File: src/rtl/ctrlu_mc.sv
// Multi-cycle RV32I(+M) control unit: fetch/decode/execute sequencing, data-memory
// handshake with timeout, optional MDU hand-off and trap/halt handling.
module ctrlu_mc #(
  parameter int unsigned M_EXT       = 0,
  parameter int unsigned HALT_ON_ILL = 1,
  parameter int unsigned TMO_CYC     = 16
) (
  input  logic        i_clk,
  input  logic        i_reset,
  input  logic [31:0] i_instr,
  input  logic        i_br_less,
  input  logic        i_br_equal,
  input  logic        i_imem_ack,
  input  logic        i_dmem_ack,
  input  logic        i_mdu_done,
  output logic        o_imem_req,
  output logic        o_ir_en,
  output logic        o_pc_sel,
  output logic        o_pc_en,
  output logic        o_rd_wren,
  output logic        o_insn_vld,
  output logic        o_br_un,
  output logic        o_opa_sel,
  output logic        o_opb_sel,
  output logic [3:0]  o_alu_op,
  output logic        o_mem_req,
  output logic        o_mem_wren,
  output logic        o_mem_un,
  output logic [3:0]  o_mask,
  output logic [1:0]  o_wb_sel,
  output logic        o_mdu_start,
  output logic [2:0]  o_mdu_op,
  output logic        o_mdu_sel,
  output logic        o_illegal,
  output logic        o_bus_err,
  output logic        o_halt
);

  typedef enum logic [2:0] {
    StFetch, StDecode, StExec, StMem, StMdu, StTrap, StHalt
  } state_e;

  localparam logic [7:0] TmoLim = 8'(TMO_CYC);

  state_e     state_q, state_d;
  logic [7:0] wait_q, wait_d;
  logic       bus_err_q, bus_err_d;
  logic       mdu_first_q, mdu_first_d;

  logic [6:0] opcode, funct7;
  logic [2:0] funct3;
  logic       is_lui, is_auipc, is_jal, is_jalr, is_br, is_load, is_store, is_opimm, is_op;
  logic       is_mtype, legal, br_taken, alt_op, expired;
  logic [3:0] alu_dec;
  logic       unused_instr;

  assign opcode       = i_instr[6:0];
  assign funct3       = i_instr[14:12];
  assign funct7       = i_instr[31:25];
  assign unused_instr = ^{i_instr[24:15], i_instr[11:7]};

  assign is_lui   = opcode == 7'b0110111;
  assign is_auipc = opcode == 7'b0010111;
  assign is_jal   = opcode == 7'b1101111;
  assign is_jalr  = opcode == 7'b1100111;
  assign is_br    = opcode == 7'b1100011;
  assign is_load  = opcode == 7'b0000011;
  assign is_store = opcode == 7'b0100011;
  assign is_opimm = opcode == 7'b0010011;
  assign is_op    = opcode == 7'b0110011;
  assign is_mtype = is_op && (funct7 == 7'b0000001);

  always_comb begin
    legal = 1'b0;
    if (is_lui || is_auipc || is_jal) begin
      legal = 1'b1;
    end else if (is_jalr) begin
      legal = funct3 == 3'b000;
    end else if (is_br) begin
      legal = funct3[2:1] != 2'b01;
    end else if (is_load) begin
      legal = funct3 inside {3'b000, 3'b001, 3'b010, 3'b100, 3'b101};
    end else if (is_store) begin
      legal = funct3 inside {3'b000, 3'b001, 3'b010};
    end else if (is_opimm) begin
      if (funct3 == 3'b001)      legal = funct7 == 7'b0000000;
      else if (funct3 == 3'b101) legal = funct7 inside {7'b0000000, 7'b0100000};
      else                       legal = 1'b1;
    end else if (is_op) begin
      legal = (funct7 == 7'b0000000) ||
              ((funct7 == 7'b0100000) && (funct3 inside {3'b000, 3'b101})) ||
              (is_mtype && (M_EXT != 0));
    end
  end

  // funct7[5] selects SUB (register form only) and SRA/SRAI.
  assign alt_op  = funct7[5] && ((is_op && funct3 == 3'b000) ||
                                 ((is_op || is_opimm) && funct3 == 3'b101));
  assign alu_dec = (is_op || is_opimm) ? {alt_op, funct3} : 4'b0000;
  assign expired = (wait_q + 8'd1) == TmoLim;

  always_comb begin
    br_taken = 1'b0;
    case (funct3)
      3'b000:         br_taken = i_br_equal;
      3'b001:         br_taken = !i_br_equal;
      3'b100, 3'b110: br_taken = i_br_less;
      3'b101, 3'b111: br_taken = !i_br_less;
      default:        br_taken = 1'b0;
    endcase
  end

  always_comb begin
    state_d     = state_q;
    wait_d      = wait_q;
    bus_err_d   = bus_err_q;
    mdu_first_d = 1'b0;
    o_imem_req  = 1'b0;
    o_ir_en     = 1'b0;
    o_pc_sel    = 1'b0;
    o_pc_en     = 1'b0;
    o_rd_wren   = 1'b0;
    o_insn_vld  = 1'b0;
    o_br_un     = 1'b0;
    o_opa_sel   = 1'b0;
    o_opb_sel   = 1'b0;
    o_alu_op    = 4'b0000;
    o_mem_req   = 1'b0;
    o_mem_wren  = 1'b0;
    o_mem_un    = 1'b0;
    o_mask      = 4'b0000;
    o_wb_sel    = 2'b00;
    o_mdu_start = 1'b0;
    o_mdu_op    = 3'b000;
    o_mdu_sel   = 1'b0;
    o_illegal   = 1'b0;
    o_bus_err   = 1'b0;
    o_halt      = 1'b0;

    if (state_q inside {StDecode, StExec, StMem, StMdu}) begin
      o_opa_sel = is_auipc || is_jal || is_br;
      o_opb_sel = !is_op;
      o_alu_op  = alu_dec;
      o_br_un   = is_br && (funct3[2:1] == 2'b11);
      o_pc_sel  = is_jal || is_jalr;
      if (is_load)                o_wb_sel = 2'b01;
      else if (is_lui)            o_wb_sel = 2'b10;
      else if (is_jal || is_jalr) o_wb_sel = 2'b11;
    end

    unique case (state_q)
      StFetch: begin
        o_imem_req = 1'b1;
        if (i_imem_ack) begin
          o_ir_en = 1'b1;
          state_d = StDecode;
        end
      end
      StDecode: begin
        if (!legal) begin
          state_d   = StTrap;
          bus_err_d = 1'b0;
        end else if (is_load || is_store) begin
          state_d = StMem;
          wait_d  = 8'd0;
        end else if (is_mtype) begin
          state_d     = StMdu;
          mdu_first_d = 1'b1;
        end else begin
          state_d = StExec;
        end
      end
      StExec: begin
        o_pc_en    = 1'b1;
        o_insn_vld = 1'b1;
        o_rd_wren  = !is_br;
        if (is_br) o_pc_sel = br_taken;
        state_d = StFetch;
      end
      StMem: begin
        o_mem_req  = 1'b1;
        o_mem_wren = is_store;
        o_mem_un   = is_load && funct3[2];
        case (funct3[1:0])
          2'b00:   o_mask = 4'b0001;
          2'b01:   o_mask = 4'b0011;
          default: o_mask = 4'b1111;
        endcase
        // An ack arriving in the expiry cycle still retires normally.
        if (i_dmem_ack) begin
          o_pc_en    = 1'b1;
          o_insn_vld = 1'b1;
          o_rd_wren  = is_load;
          state_d    = StFetch;
        end else if (expired) begin
          state_d   = StTrap;
          bus_err_d = 1'b1;
        end else begin
          wait_d = wait_q + 8'd1;
        end
      end
      StMdu: begin
        o_mdu_start = mdu_first_q;
        o_mdu_op    = funct3;
        if (i_mdu_done) begin
          o_rd_wren  = 1'b1;
          o_pc_en    = 1'b1;
          o_insn_vld = 1'b1;
          o_mdu_sel  = 1'b1;
          state_d    = StFetch;
        end
      end
      StTrap: begin
        o_illegal = !bus_err_q;
        o_bus_err = bus_err_q;
        if (HALT_ON_ILL != 0) begin
          state_d = StHalt;
        end else begin
          o_pc_en = 1'b1;
          state_d = StFetch;
        end
      end
      StHalt: begin
        o_halt = 1'b1;
      end
      default: state_d = StFetch;
    endcase

    if (i_reset) begin
      o_imem_req  = 1'b0;
      o_ir_en     = 1'b0;
      o_pc_sel    = 1'b0;
      o_pc_en     = 1'b0;
      o_rd_wren   = 1'b0;
      o_insn_vld  = 1'b0;
      o_br_un     = 1'b0;
      o_opa_sel   = 1'b0;
      o_opb_sel   = 1'b0;
      o_alu_op    = 4'b0000;
      o_mem_req   = 1'b0;
      o_mem_wren  = 1'b0;
      o_mem_un    = 1'b0;
      o_mask      = 4'b0000;
      o_wb_sel    = 2'b00;
      o_mdu_start = 1'b0;
      o_mdu_op    = 3'b000;
      o_mdu_sel   = 1'b0;
      o_illegal   = 1'b0;
      o_bus_err   = 1'b0;
      o_halt      = 1'b0;
    end
  end

  always_ff @(posedge i_clk) begin
    if (i_reset) begin
      state_q     <= StFetch;
      wait_q      <= 8'd0;
      bus_err_q   <= 1'b0;
      mdu_first_q <= 1'b0;
    end else begin
      state_q     <= state_d;
      wait_q      <= wait_d;
      bus_err_q   <= bus_err_d;
      mdu_first_q <= mdu_first_d;
    end
  end

endmodule

File: config.mk
export PLATFORM = sky130hd
export DESIGN_NAME = ctrlu_mc
export DESIGN_NICKNAME = d
export VERILOG_FILES = /design/src/rtl/ctrlu_mc.sv
export SDC_FILE = /design/constraint.sdc
export NUM_CORES = 1
export LEC_CHECK = 0
export CAP_MARGIN = 20
export CORE_MARGIN = 4
export CORE_UTILIZATION = 40
export DETAILED_ROUTE_END_ITERATION = 10
export PLACE_DENSITY = 0.91
export SYNTH_ARGS = -nofsm -noshare
export SYNTH_HDL_FRONTEND = slang
export SYNTH_SLANG_ARGS = --single-unit
File: constraint.sdc
create_clock -name i_clk -period 2.5 [get_ports i_clk]
set_input_delay 0.5 -clock i_clk [delete_from_list [all_inputs] [get_ports i_clk]]
set_output_delay 0.5 -clock i_clk [all_outputs]
set_load 0.05 [all_outputs]
# Word level (Yosys, flattened, before mapping)
# Cells that the tools add are included.
dict set report op_classes {
  div 0
  n_bitwise 3
  eq_ne 36
  n_addsub 1
  order_cmp 0
  n_reduce_logical 37
  shift 0
  n_mul 0
  n_mux 79
}
# operator count
set ops {}
lappend ops {{two-way mux 1 bit} 49}
lappend ops {{two-way mux 8 bit} 4}
lappend ops {{== test 7 x 6 -> 1 bit, second input constant} 4}
lappend ops {{two-way mux 3 bit} 9}
lappend ops {{== test 3 bit, second input constant} 7}
lappend ops {{== test 7 bit, second input constant} 3}
lappend ops {{two-way mux 4 bit} 5}
lappend ops {{case mux 3 bit (6 select lines)} 1}
lappend ops {{case mux 8 bit (2 select lines)} 1}
lappend ops {{== test 7 x 5 -> 1 bit, second input constant} 2}
lappend ops {{!= test 2 bit, second input constant} 7}
lappend ops {{two-way mux 2 bit} 5}
lappend ops {{== test 3 x 2 -> 1 bit, second input constant} 3}
lappend ops {{logical OR 1 bit} 9}
lappend ops {{adder 8 x 1 -> 8 bit, second input constant} 1}
lappend ops {{== test 8 x 5 -> 1 bit, second input constant} 1}
lappend ops {{case mux 4 bit (2 select lines)} 1}
lappend ops {{AND reduction 4 bit} 2}
lappend ops {{== test 7 x 1 -> 1 bit, second input constant} 1}
lappend ops {{== test 7 x 2 -> 1 bit, second input constant} 1}
lappend ops {{logical AND 1 bit} 7}
lappend ops {{zero test 7 bit} 1}
lappend ops {{== test 3 x 1 -> 1 bit, second input constant} 2}
lappend ops {{zero test 3 bit} 2}
lappend ops {{17 further kinds} 28}
dict set report word_totals {
  in_bits 39
  latch_bits 0
  wordCells 160
  out_inout_bits 30
  mem_bits_ro 0
  ramBits 0
  reg_bits 13
  n_memories 0
}

# Longest topological paths before layout
# Gate-level depths: netlist of run 1.
dict set report depth {
  depth_word 13
  ltp_mapped 7
  mapped_depth_nobuf 6
}

# Least setup slack after synthesis of run 1
# OpenSTA, ideal clock, no wires.
dict set report synth_path {
  path_kind {input -> output}
  start {input port i_reset}
  end {output port o_mask[3]}
  stages 4
  arrival_ns 2.883
  path_buffers 2
  path_slack_ns -0.883
  required_ns 2.000
  path_cell_list {clkbuf_1 nor3_1 and2_1 buf_4}
}
dict set report synth_via {
  elab_chain_cells 1
}
# item line_no
set synth_lines {}
lappend synth_lines {{start, declared} 9} ;# input logic i_reset,
lappend synth_lines {{two-way mux 4 bit} 229} ;# if (i_reset) begin
lappend synth_lines {{end, declared} 29} ;# output logic [3:0] o_mask,
# No other way between the ends.

# Final worst setup path of run 1
dict set report layout_path {
  start {input port i_instr[2]}
  end {output port o_pc_sel}
}
dict set report layout_via {
  elab_chain_cells 6
  word_cells_on_any_way 8
  classes_between {eq/ne: 3; mux: 4; reduce/logical: 1}
}
# item line_no
set layout_lines {}
lappend layout_lines {{start, declared} 10} ;# input logic [31:0] i_instr,
lappend layout_lines {{== test 7 bit (on tied branches)} {64, 65}}
lappend layout_lines {{logical OR 1 bit} 145} ;# o_pc_sel = is_jal || is_jalr;
lappend layout_lines {{two-way mux 1 bit} 140} ;# if (state_q inside {StDecode, StExec, StMem, StMdu}) begin
lappend layout_lines {{two-way mux 1 bit} 177} ;# if (is_br) o_pc_sel = br_taken;
lappend layout_lines {{two-way mux 1 bit *} 151} ;# unique case (state_q)
lappend layout_lines {{two-way mux 1 bit *} 229}
lappend layout_lines {{end, declared} 18} ;# output logic o_pc_sel,
# Every way passes the cells marked *; elsewhere a longest branch is shown, timed or not.

==> load_flow_metrics.sql, run 1 <==
INSERT INTO impl_metrics (metric_group, metric, value, unit) VALUES
('status', 'outcome', 'completed', ''),
('sta', 'finalCritPeriodShare', '99.0', '%'),
('yosys', 'synth.most_common_cell', 'sky130_fd_sc_hd__nand2_1', ''),
('power', 'clkPwrFrac', '21.2', '%'),
('yosys', 'async_flop_share', '0', '%'),
('clocking', 'root_buffer', 'sky130_fd_sc_hd__clkbuf_4', ''),
('yosys', 'ys.flop_type', 'sky130_fd_sc_hd__dfxtp_1', ''),
('setup_path', 'r2r_start', 'wait_q[3]', ''),
('power', 'power_switching_share', '36.8', '%'),
('placed_design', 'port_buffers', '53', ''),
('run', 'max-cap-violations', '0', ''),
('setup_path', 'timing.critical_path.fanout_max', '2', ''),
('setup_path', 'r2r_cells', '6', ''),
('sta', 'fin_ws', '0.0253', 'ns'),
('yosys', 'netlist_top_cells_area', 'sky130_fd_sc_hd__dfxtp_1 19%, sky130_fd_sc_hd__nand2_1 5.7%, sky130_fd_sc_hd__nor2_1 5.2%', ''),
('floorplanning', 'chipWidth', '66.8', 'um'),
('power', 'vdd.ir_drop.worst', '341', 'uV'),
('cells_and_area', 'area_delta_synth_final', '88.8', '%'),
('grt', 'grt.total_usage', '26.0', '%'),
('setup_path', 'cp_data_required_time', '2.00', 'ns'),
('power', 'sequential_share_of_power', '33.7', '%'),
('detailed_routing', 'postRouteWirelength', '5.62', 'mm'),
('sta', 'final_worst_clock_skew', '0.00271', 'ns'),
('floorplanning', 'core_area', '3340', 'um2'),
('detailed_routing', 'detail_route.iter0.violations', '157', ''),
('grt', 'grt_antenna_before_repair', '0', ''),
('placed_design', 'numPlacedInstances', '320', ''),
('yosys', 'syn_nets', '240', ''),
('detailed_routing', 'drc_errors', '0', ''),
('yosys', 'post_synth.cell_area_avg', '6.91', 'um2'),
('floorplanning', 'row_count', '21', ''),
('yosys', 'yosys_warnings', '0', ''),
('sta', 'post-route-min-period', '2.47', 'ns'),
('setup_path', 'crit_path_max_incr_delay', '0.30', 'ns'),
('yosys', 'synth-edff-count', '0', ''),
('grt', 'first_global_vias', '1962', ''),
('yosys', 'synth_seq_cells', '13', ''),
('clocking', 'worstSkewPairLatency', '0.28', 'ns'),
('placed_design', 'place.detailed.hpwl', '4.43', 'mm'),
('yosys', 'synth_area', '1380', 'um2'),
('cells_and_area', 'drive_gt1_share', '35.6', '%'),
('min_path', 'min-delay-start', 'wait_q[1]', ''),
('clocking', 'clock_sink_count', '13', ''),
('grt', 'grt_max_degree', '17', ''),
('detailed_routing', 'route.vias.total', '1890', ''),
('grt', 'grt.overflow.total', '0', ''),
('cells_and_area', 'fill_cells', '199', ''),
('cells_and_area', 'final_design_area_no_fill', '2610', 'um2'),
('placed_design', 'dp_slack', '-0.317', 'ns'),
('setup_path', 'rrSetupSlack', '0.40', 'ns'),
('cells_and_area', 'multi_input_area', '1160', 'um2'),
('clocking', 'clkSlewWorstSetupHoldPaths', '0.08', 'ns'),
('floorplanning', 'ioPinCount', '69', ''),
('yosys', 'seq_area_frac_synth', '18.8', '%'),
('setup_path', 'cp_data_arrival_time', '1.97', 'ns'),
('sta', 'grt_setup_unrepaired', 'yes', ''),
('power', 'p_comb_share', '45.1', '%'),
('cells_and_area', 'register_area', '260', 'um2'),
('detailed_routing', 'final_routed_wire_length_divided_by_cell_count', '17.3', 'um'),
('grt', 'grt_pass1_wl', '9.02', 'mm'),
('sta', 'max_freq', '404', 'MHz'),
('min_path', 'hp-class', 'register to register', ''),
('power', 'cellPowerDensity', '244', 'nW/um2'),
('yosys', 'syn-instance-count', '200', ''),
('setup_path', 'max_stage_delay_cell_worst_path', 'sky130_fd_sc_hd__o32a_1', ''),
('setup_path', 'rr_endpoint', 'bus_err_q', ''),
('clocking', 'h_tree_depth', '1', ''),
('detailed_routing', 'detail_route.first_pass.iterations', '4', ''),
('power', 'power.internal', '402', 'uW'),
('power', 'switchingPower', '234', 'uW'),
('cells_and_area', 'finalNonFillerCells', '324', '');
[power groups by stage]
stage          sequential, uW  clock (uW)  combinational, uW
6_report                  214         135                287
5_1_grt                   214         144                302
4_1_cts                   214         135                281
3_5_place_dp              219           0                279
3_3_place_gp              218           0                269
2_1_floorplan             219           0                136
[kinds of logic after synthesis]
| group | after synthesis | synth area share (%) |
|---|---|---|
| XOR/XNOR | 6 | 3.80 |
| other | 1 | 0.271 |
| AO/OA/AOI/OAI | 49 | 27.2 |
| flip-flops | 13 | 18.8 |
| multiplexers | 2 | 1.63 |
| AND/OR/NAND/NOR | 105 | 39.9 |
| adder cells (fa/ha/maj) | 1 | 0.906 |
| buffers and inverters | 23 | 7.43 |
[worst min-delay path, cell delays in order, from the launching register on]
cell and delay, ns:
sky130_fd_sc_hd__dfxtp_1 0.34, sky130_fd_sc_hd__nand2_1 0.06, sky130_fd_sc_hd__o21ai_1 0.05
[worst max-delay path by stage]
stage / from / endpoint / slack, ns / cells past startpoint
final: i_instr[2] / o_pc_sel / 0.03 / 8
after floorplan: i_reset / o_bus_err / -0.14 / 4
after detailed placement: i_instr[2] / o_pc_sel / -0.32 / 8
after global routing: i_instr[2] / o_pc_sel / -0.03 / 8
after CTS: i_instr[2] / o_pc_sel / 0.001 / 8
after global placement: i_instr[2] / o_pc_sel / -0.24 / 8
[timing repair]
item | 4_1_cts | 5_1_grt
gates resized for setup | 24 | 10
hold buffers | 0 | 0
hold endpoints to repair | 0 | 0
pin swaps | 9 | 3
gates cloned | 0 | 0
buffers inserted | 1 | 0
endpoints found under the setup margin | 11 | 13
[layer usage]
| metal | part of all wire, % | global-route usage [%] | up-vias |
|---|---|---|---|
| li1 | - | - | 891 |
| met1 | 36 | 26.7 | 897 |
| met2 | 54 | 51.4 | 85 |
| met3 | 7.5 | 3.37 | 17 |
| met4 | 2.5 | 11.4 | 0 |
| met5 | 0 | 0 | - |
[placed cells by master (no fill, tap or decap), types with 7 or more instances in the layout]
cell type,netlist,layout
sky130_fd_sc_hd__buf_12,0,30
sky130_fd_sc_hd__nand2_1,21,21
sky130_fd_sc_hd__dfxtp_1,13,13
sky130_fd_sc_hd__clkdlybuf4s50_1,0,11
sky130_fd_sc_hd__a21oi_1,10,9
sky130_fd_sc_hd__o21ai_0,8,8
sky130_fd_sc_hd__inv_1,7,7
sky130_fd_sc_hd__nor3_1,14,10
sky130_fd_sc_hd__dlygate4sd2_1,0,7
sky130_fd_sc_hd__buf_4,3,35
sky130_fd_sc_hd__nand3_1,9,8
sky130_fd_sc_hd__and2_1,10,10
sky130_fd_sc_hd__nor2_1,19,14
[layout make-up]
| type | count | share of cell area [%] |
|---|---|---|
| Clock buffer | 4 | 1.01 |
| Inverter | 8 | 1.15 |
| Multi-Input combinational cell | 164 | 44.4 |
| Sequential cell | 13 | 9.98 |
| Tap cell | 46 | 2.21 |
| Timing Repair Buffer | 89 | 41.3 |
[flip-flops by register name, summed over array words and instances (netlist names)]
signal and cells:
state_q 3, wait_q 8, bus_err_q 1, mdu_first_q 1
[through the flow]
stage / utilization, % / setup TNS [ns]
finish: 78.1 / 0
global route: 78.1 / -0.0448
CTS: 78.1 / 0
detailed placement: 76.0 / -3.59
global placement: 76.0 / -2.39
floorplan: - / -0.495
Note: power is estimated with default switching activity, not from simulation.
==> run 2: changes to the inputs <==
RECOVER_POWER = 50   (was not set)
==> run 2 against run 1 <==
Clock skew increased by 0.00076 ns. Register-to-register slack about the same. Critical path type unchanged. First-iteration DRC count increased by 3.2%. Cell count unchanged. Clock power about the same.
==> load_flow_metrics.sql, run 2 (synthesized netlist as in run 1, its figures left out) <==
INSERT INTO impl_metrics (metric_group, metric, value, unit) VALUES
('grt', 'grt.total_usage', '26.0', '%'),
('setup_path', 'path_class', 'input pin to output port', ''),
('status', 'outcome', 'completed', ''),
('sta', 'final_setup_violation_count', '0', ''),
('grt', 'grt_antenna_before_repair', '0', ''),
('min_path', 'hp-class', 'register to register', ''),
('placed_design', 'numPlacedInstances', '320', ''),
('clocking', 'worstSkewPairLatency', '0.28', 'ns'),
('floorplanning', 'die_area', '4460', 'um2'),
('clocking', 'ctsLongestPathBuffers', '2', ''),
('power', 'vdd.ir_drop.worst', '342', 'uV'),
('floorplanning', 'start_util', '41.4', '%'),
('floorplanning', 'die_height', '66.8', 'um'),
('detailed_routing', 'route.vias.total', '1881', ''),
('floorplanning', 'row_count', '21', ''),
('cells_and_area', 'layout_common_cells', '35 x sky130_fd_sc_hd__buf_4, 29 x sky130_fd_sc_hd__buf_12, 21 x sky130_fd_sc_hd__nand2_1', ''),
('setup_path', 'worst_setup_path_startpoint', 'i_instr[2]', ''),
('detailed_routing', 'postRouteWirelength', '5.62', 'mm'),
('sta', 'finalHoldViolations', '0', ''),
('placed_design', 'place_congestion', '0.919', ''),
('sta', 'timing_max_transition_violations_final', '0', ''),
('detailed_routing', 'detail_route.first_pass.iterations', '4', ''),
('cells_and_area', 'largest_reg_flops', '8', ''),
('cells_and_area', 'max_flop_register', 'wait_q', ''),
('detailed_routing', 'drc_errors', '0', ''),
('grt', 'grt.overflow.total', '0', ''),
('sta', 'grt_setup_unrepaired', 'yes', ''),
('run', 'max-cap-violations', '0', ''),
('clocking', 'h_tree_depth', '1', ''),
('clocking', 'clock_sink_count', '13', ''),
('clocking', 'root_buffer', 'sky130_fd_sc_hd__clkbuf_4', ''),
('detailed_routing', 'final_routed_wire_length_divided_by_cell_count', '17.3', 'um'),
('sta', 'fin_ws', '0.0319', 'ns'),
('sta', 'max_freq', '405', 'MHz'),
('setup_path', 'cp_data_arrival_time', '1.97', 'ns'),
('cells_and_area', 'area_delta_synth_final', '87.6', '%'),
('grt', 'grt_max_degree', '17', ''),
('clocking', 'tritoncts_clock_tree', 'done', ''),
('cells_and_area', 'finalNonFillerCells', '324', ''),
('floorplanning', 'chipWidth', '66.8', 'um'),
('detailed_routing', 'drtAntennaViolNets', '0', ''),
('clocking', 'cts_inserted_buffers', '3', ''),
('grt', 'grt_pass1_wl', '9.02', 'mm'),
('power', 'cellPowerDensity', '243', 'nW/um2'),
('sta', 'worst_hold_slack', '0.498', 'ns'),
('floorplanning', 'ioPinCount', '69', ''),
('min_path', 'min-delay-start', 'wait_q[1]', ''),
('sta', 'finalCritPeriodShare', '98.7', '%'),
('sta', 'post-route-min-period', '2.47', 'ns'),
('clocking', 'clkSlewWorstSetupHoldPaths', '0.08', 'ns'),
('power', 'leakage', '0.000987', 'uW'),
('setup_path', 'r2r_start', 'wait_q[3]', ''),
('cells_and_area', 'layout.nets', '319', ''),
('cells_and_area', 'top_regs', 'wait_q (8), state_q (3)', ''),
('detailed_routing', 'vias_per_cell', '5.81', ''),
('grt', 'first_global_vias', '1962', ''),
('placed_design', 'port_buffers', '53', ''),
('placed_design', 'place.detailed.hpwl', '4.43', 'mm'),
('sta', 'setup_total_negative_slack', '0', 'ns'),
('setup_path', 'cp_data_required_time', '2.00', 'ns'),
('setup_path', 'timing.critical_path.fanout_max', '2', ''),
('setup_path', 'critPathLaunchType', 'input pin', ''),
('cells_and_area', 'final_core_util', '77.7', '%'),
('cells_and_area', 'antenna_cells', '0', ''),
('floorplanning', 'core_area', '3340', 'um2'),
('cells_and_area', 'drive_gt1_share', '35.3', '%'),
('detailed_routing', 'detail_route.iter0.violations', '162', ''),
('cells_and_area', 'layout_commonest_cell', 'sky130_fd_sc_hd__buf_4', ''),
('placed_design', 'dp_slack', '-0.317', 'ns'),
('setup_path', 'setup.worst_path.end_class', 'output port', ''),
('sta', 'final_worst_clock_skew', '0.00348', 'ns');
## run 2: changes by cell type in the layout (fill, tap and decap cells not counted), sizes merged
cell,previous run,this run
buf,66,65
clkbuf,8,9
## run 2: worst paths after layout
check	to	slack, ns	depth (start not counted)
max	o_pc_sel	0.03	8
min	wait_q[1]	0.50	2
max reg2reg	bus_err_q	0.40	6
min reg2reg	wait_q[1]	0.50	2
## run 2: power by group
group          total (uW)  switching, uW  leakage, uW  internal, uW
Clock                 135           73.1    0.0000150          62.1
Combinational         280            157     0.000866           123
Sequential            214           2.75     0.000105           211
## run 2: critical path, cell delays in order
cell and delay, ns:
sky130_fd_sc_hd__dlygate4sd2_1 0.25, sky130_fd_sc_hd__nand4bb_4 0.23, sky130_fd_sc_hd__nor2_4 0.14, sky130_fd_sc_hd__nand3_2 0.09, sky130_fd_sc_hd__o32a_1 0.30, sky130_fd_sc_hd__o32a_1 0.17, sky130_fd_sc_hd__nor2_2 0.13, sky130_fd_sc_hd__buf_12 0.15
## run 2: what timing repair did
action,4_1_cts,5_1_grt
setup endpoints to repair,11,13
setup buffers,1,0
gates resized for setup,24,10
hold buffers,0,0
pin swaps,9,3
## run 2: per-stage QoR
stage                     total power [uW]  cell area [um2]
after detailed placement               498             2540
after global placement                 487             2540
after floorplan                        355             1450
after CTS                              630             2610
after global routing                   653             2590
final                                  629             2590
## run 2: metal layers
layer	part of all wire (%)	vias to the layer above	global-route usage, %
met3	6.6	19	3.37
li1	-	888	-
met2	54	81	51.4
met1	36	893	26.7
met4	2.7	0	11.4
met5	0	-	0
## run 2: final cells by class
class	instances	area (um2)
Fill cell	202	746
Inverter	8	30.0
Tap cell	46	57.6
Sequential cell	13	260
Multi-Input combinational cell	164	1160
Clock buffer	4	26.3
Timing Repair Buffer	89	1060
==> run 3: changes to the inputs <==
==> constraint.sdc (replaced) <==
create_clock -name i_clk -period 2.5 [get_ports i_clk]
set_input_delay 0.75 -clock i_clk [delete_from_list [all_inputs] [get_ports i_clk]]
set_output_delay 0.75 -clock i_clk [all_outputs]
set_load 0.05 [all_outputs]
==> run 3 against run 2 <==
Flip-flop and latch count unchanged. Count of clock-buffer cells in the layout unchanged. Via count up 17%. Global-route usage up 5.4 points. The flow now finishes with violations (setup timing). Maximum frequency down 16%.
==> load_flow_metrics.sql, run 3 (synthesized netlist as in run 1, its figures left out) <==
INSERT INTO impl_metrics (metric_group, metric, value, unit) VALUES
('sta', 'fin_ws', '-0.446', 'ns'),
('setup_path', 'critical_path_cell_count', '8', ''),
('sta', 'max_freq', '339', 'MHz'),
('setup_path', 'crit_chain', 'buf_6 -> nand4bb_4 -> nor2_4 -> nand3_2 -> o32a_1 -> o32a_1 -> nor2_4 -> buf_12', ''),
('clocking', 'clock_sink_count', '13', ''),
('detailed_routing', 'route.vias.total', '2205', ''),
('sta', 'worst_hold_slack', '0.537', 'ns'),
('floorplanning', 'die_height', '66.8', 'um'),
('sta', 'timing_max_transition_violations_final', '0', ''),
('grt', 'grt_antenna_before_repair', '0', ''),
('clocking', 'clkSlewWorstSetupHoldPaths', '0.08', 'ns'),
('placed_design', 'detailed_place.area', '2740', 'um2'),
('detailed_routing', 'detail_route.first_pass.iterations', '5', ''),
('clocking', 'cts_inserted_buffers', '3', ''),
('setup_path', 'critPathLaunchType', 'input pin', ''),
('setup_path', 'crit_path_max_incr_delay', '0.30', 'ns'),
('cells_and_area', 'top_regs', 'wait_q (8), state_q (3)', ''),
('sta', 'final_worst_clock_skew', '0.000614', 'ns'),
('cells_and_area', 'final_design_area_no_fill', '3060', 'um2'),
('cells_and_area', 'layout.nets', '334', ''),
('setup_path', 'max_stage_delay_cell_worst_path', 'sky130_fd_sc_hd__o32a_1', ''),
('cells_and_area', 'final_core_util', '91.6', '%'),
('cells_and_area', 'area_delta_synth_final', '121', '%'),
('sta', 'grt_setup_unrepaired', 'yes', ''),
('setup_path', 'r2r_cells', '9', ''),
('clocking', 'h_tree_depth', '1', ''),
('cells_and_area', 'largest_reg_flops', '8', ''),
('placed_design', 'place_congestion', '0.932', ''),
('cells_and_area', 'drive_gt1_share', '53.2', '%'),
('clocking', 'worstSkewPairLatency', '0.28', 'ns'),
('setup_path', 'timing.critical_path.fanout_max', '3', ''),
('cells_and_area', 'fill_cells', '123', ''),
('detailed_routing', 'postRouteWirelength', '8.02', 'mm'),
('detailed_routing', 'drtAntennaViolNets', '0', ''),
('setup_path', 'cp.buffers_inverters', '2', ''),
('detailed_routing', 'vias_per_cell', '6.50', ''),
('grt', 'first_global_vias', '2110', ''),
('clocking', 'tritoncts_clock_tree', 'done', ''),
('sta', 'post-route-min-period', '2.95', 'ns'),
('detailed_routing', 'detail_route.iter0.violations', '305', ''),
('power', 'cellPowerDensity', '233', 'nW/um2'),
('placed_design', 'place.detailed.hpwl', '4.67', 'mm'),
('floorplanning', 'ioPinCount', '69', ''),
('cells_and_area', 'max_flop_register', 'wait_q', ''),
('status', 'outcome', 'finished, violations left', ''),
('min_path', 'hp-class', 'register to register', ''),
('grt', 'grt_max_degree', '16', ''),
('floorplanning', 'core_area', '3340', 'um2'),
('clocking', 'ctsLongestPathBuffers', '2', ''),
('setup_path', 'cp_data_arrival_time', '2.20', 'ns'),
('power', 'totalPowerFinal', '713', 'uW'),
('floorplanning', 'chipWidth', '66.8', 'um'),
('run', 'max-cap-violations', '0', ''),
('power', 'leakage', '0.00117', 'uW'),
('status', 'failing_checks', 'setup timing', ''),
('sta', 'finalHoldViolations', '0', ''),
('cells_and_area', 'antenna_cells', '0', ''),
('sta', 'setup_total_negative_slack', '-3.77', 'ns'),
('cells_and_area', 'layout_common_cells', '36 x sky130_fd_sc_hd__buf_4, 31 x sky130_fd_sc_hd__buf_12, 19 x sky130_fd_sc_hd__nand2_1', ''),
('power', 'vdd.ir_drop.worst', '254', 'uV'),
('setup_path', 'worst_path_dominant_cell_family', 'simple AND/OR/NAND/NOR gates', ''),
('detailed_routing', 'final_routed_wire_length_divided_by_cell_count', '23.6', 'um'),
('setup_path', 'path_class', 'input pin to output port', ''),
('sta', 'final_setup_violation_count', '26', ''),
('grt', 'grt.total_usage', '31.5', '%'),
('min_path', 'min_path_cells', '2', ''),
('setup_path', 'cp_data_required_time', '1.75', 'ns'),
('sta', 'finalCritPeriodShare', '118', '%'),
('placed_design', 'port_buffers', '53', ''),
('floorplanning', 'row_count', '21', ''),
('floorplanning', 'die_area', '4460', 'um2'),
('clocking', 'root_buffer', 'sky130_fd_sc_hd__clkbuf_4', ''),
('grt', 'grt.overflow.total', '0', ''),
('cells_and_area', 'layout_commonest_cell', 'sky130_fd_sc_hd__buf_4', ''),
('setup_path', 'setup.worst_path.end_class', 'output port', ''),
('grt', 'grt_pass1_wl', '10.7', 'mm'),
('detailed_routing', 'drc_errors', '0', ''),
('floorplanning', 'start_util', '41.4', '%');
[run 3: cell types whose count changed in the layout (fill, tap and decap cells not counted), moves of 5 or more]
cell                              delta
sky130_fd_sc_hd__buf_6              +15
sky130_fd_sc_hd__and3_1              -5
sky130_fd_sc_hd__and2_1              -5
sky130_fd_sc_hd__clkdlybuf4s50_1     -7
sky130_fd_sc_hd__nor2_1              -6
sky130_fd_sc_hd__and3_4              +5
sky130_fd_sc_hd__nor2_4              +9
[run 3: cell type report]
class	count	area (um2)	share of cell area, %
sequential	13	262	8.56
inverter	8	30.0	0.983
tap	46	57.6	1.88
multi-input combinational	164	1430	46.8
clock buffer	4	26.3	0.860
timing repair buffer	104	1250	41.0
[run 3: metal layers]
| metal | GRT usage [%] | part of all wire [%] | wire length, um | up-vias |
|---|---|---|---|---|
| li1 | - | - | - | 924 |
| met1 | 33.2 | 33 | 2650 | 1020 |
| met2 | 59.7 | 51 | 4060 | 192 |
| met3 | 5.23 | 9.4 | 751 | 69 |
| met4 | 14.7 | 7.0 | 561 | 0 |
| met5 | 0 | 0 | 0 | - |
[run 3: where the power goes]
part	switching, uW	internal, uW	leakage, uW
sequential	4.36	211	0.000106
combinational	205	158	0.00105
clock	72.5	61.9	0.0000150
total	282	431	0.00117
[run 3: final timing paths]
kind	start	endpoint	slack (ns)
worst max-delay path	i_instr[2]	o_pc_sel	-0.45
worst max register to register	state_q[1]	wait_q[3]	0.21
worst min-delay path	wait_q[6]	wait_q[6]	0.54
worst min register to register	wait_q[6]	wait_q[6]	0.54
[run 3: what timing repair did]
action                                  4_1_cts  5_1_grt
endpoints found under the setup margin       42       31
gates resized for setup                      85       36
pin swaps                                    29       26
setup buffers                                 7        4
hold buffers                                  0        0
[run 3: worst reg2reg max path: cells and delay by family (launching register included)]
kind | cells | cell delay (ns)
compound gates | 3 | 0.72
flops | 1 | 0.38
buf+inv | 4 | 0.74
simple gates | 2 | 0.35
[run 3: per-stage QoR]
step | setup WS, ns | cells
finish | -0.446 | 339
global placement | -0.717 | 327
detailed placement | -0.830 | 327
global route | -0.471 | 339
floorplan | -0.281 | 200
CTS | -0.393 | 337
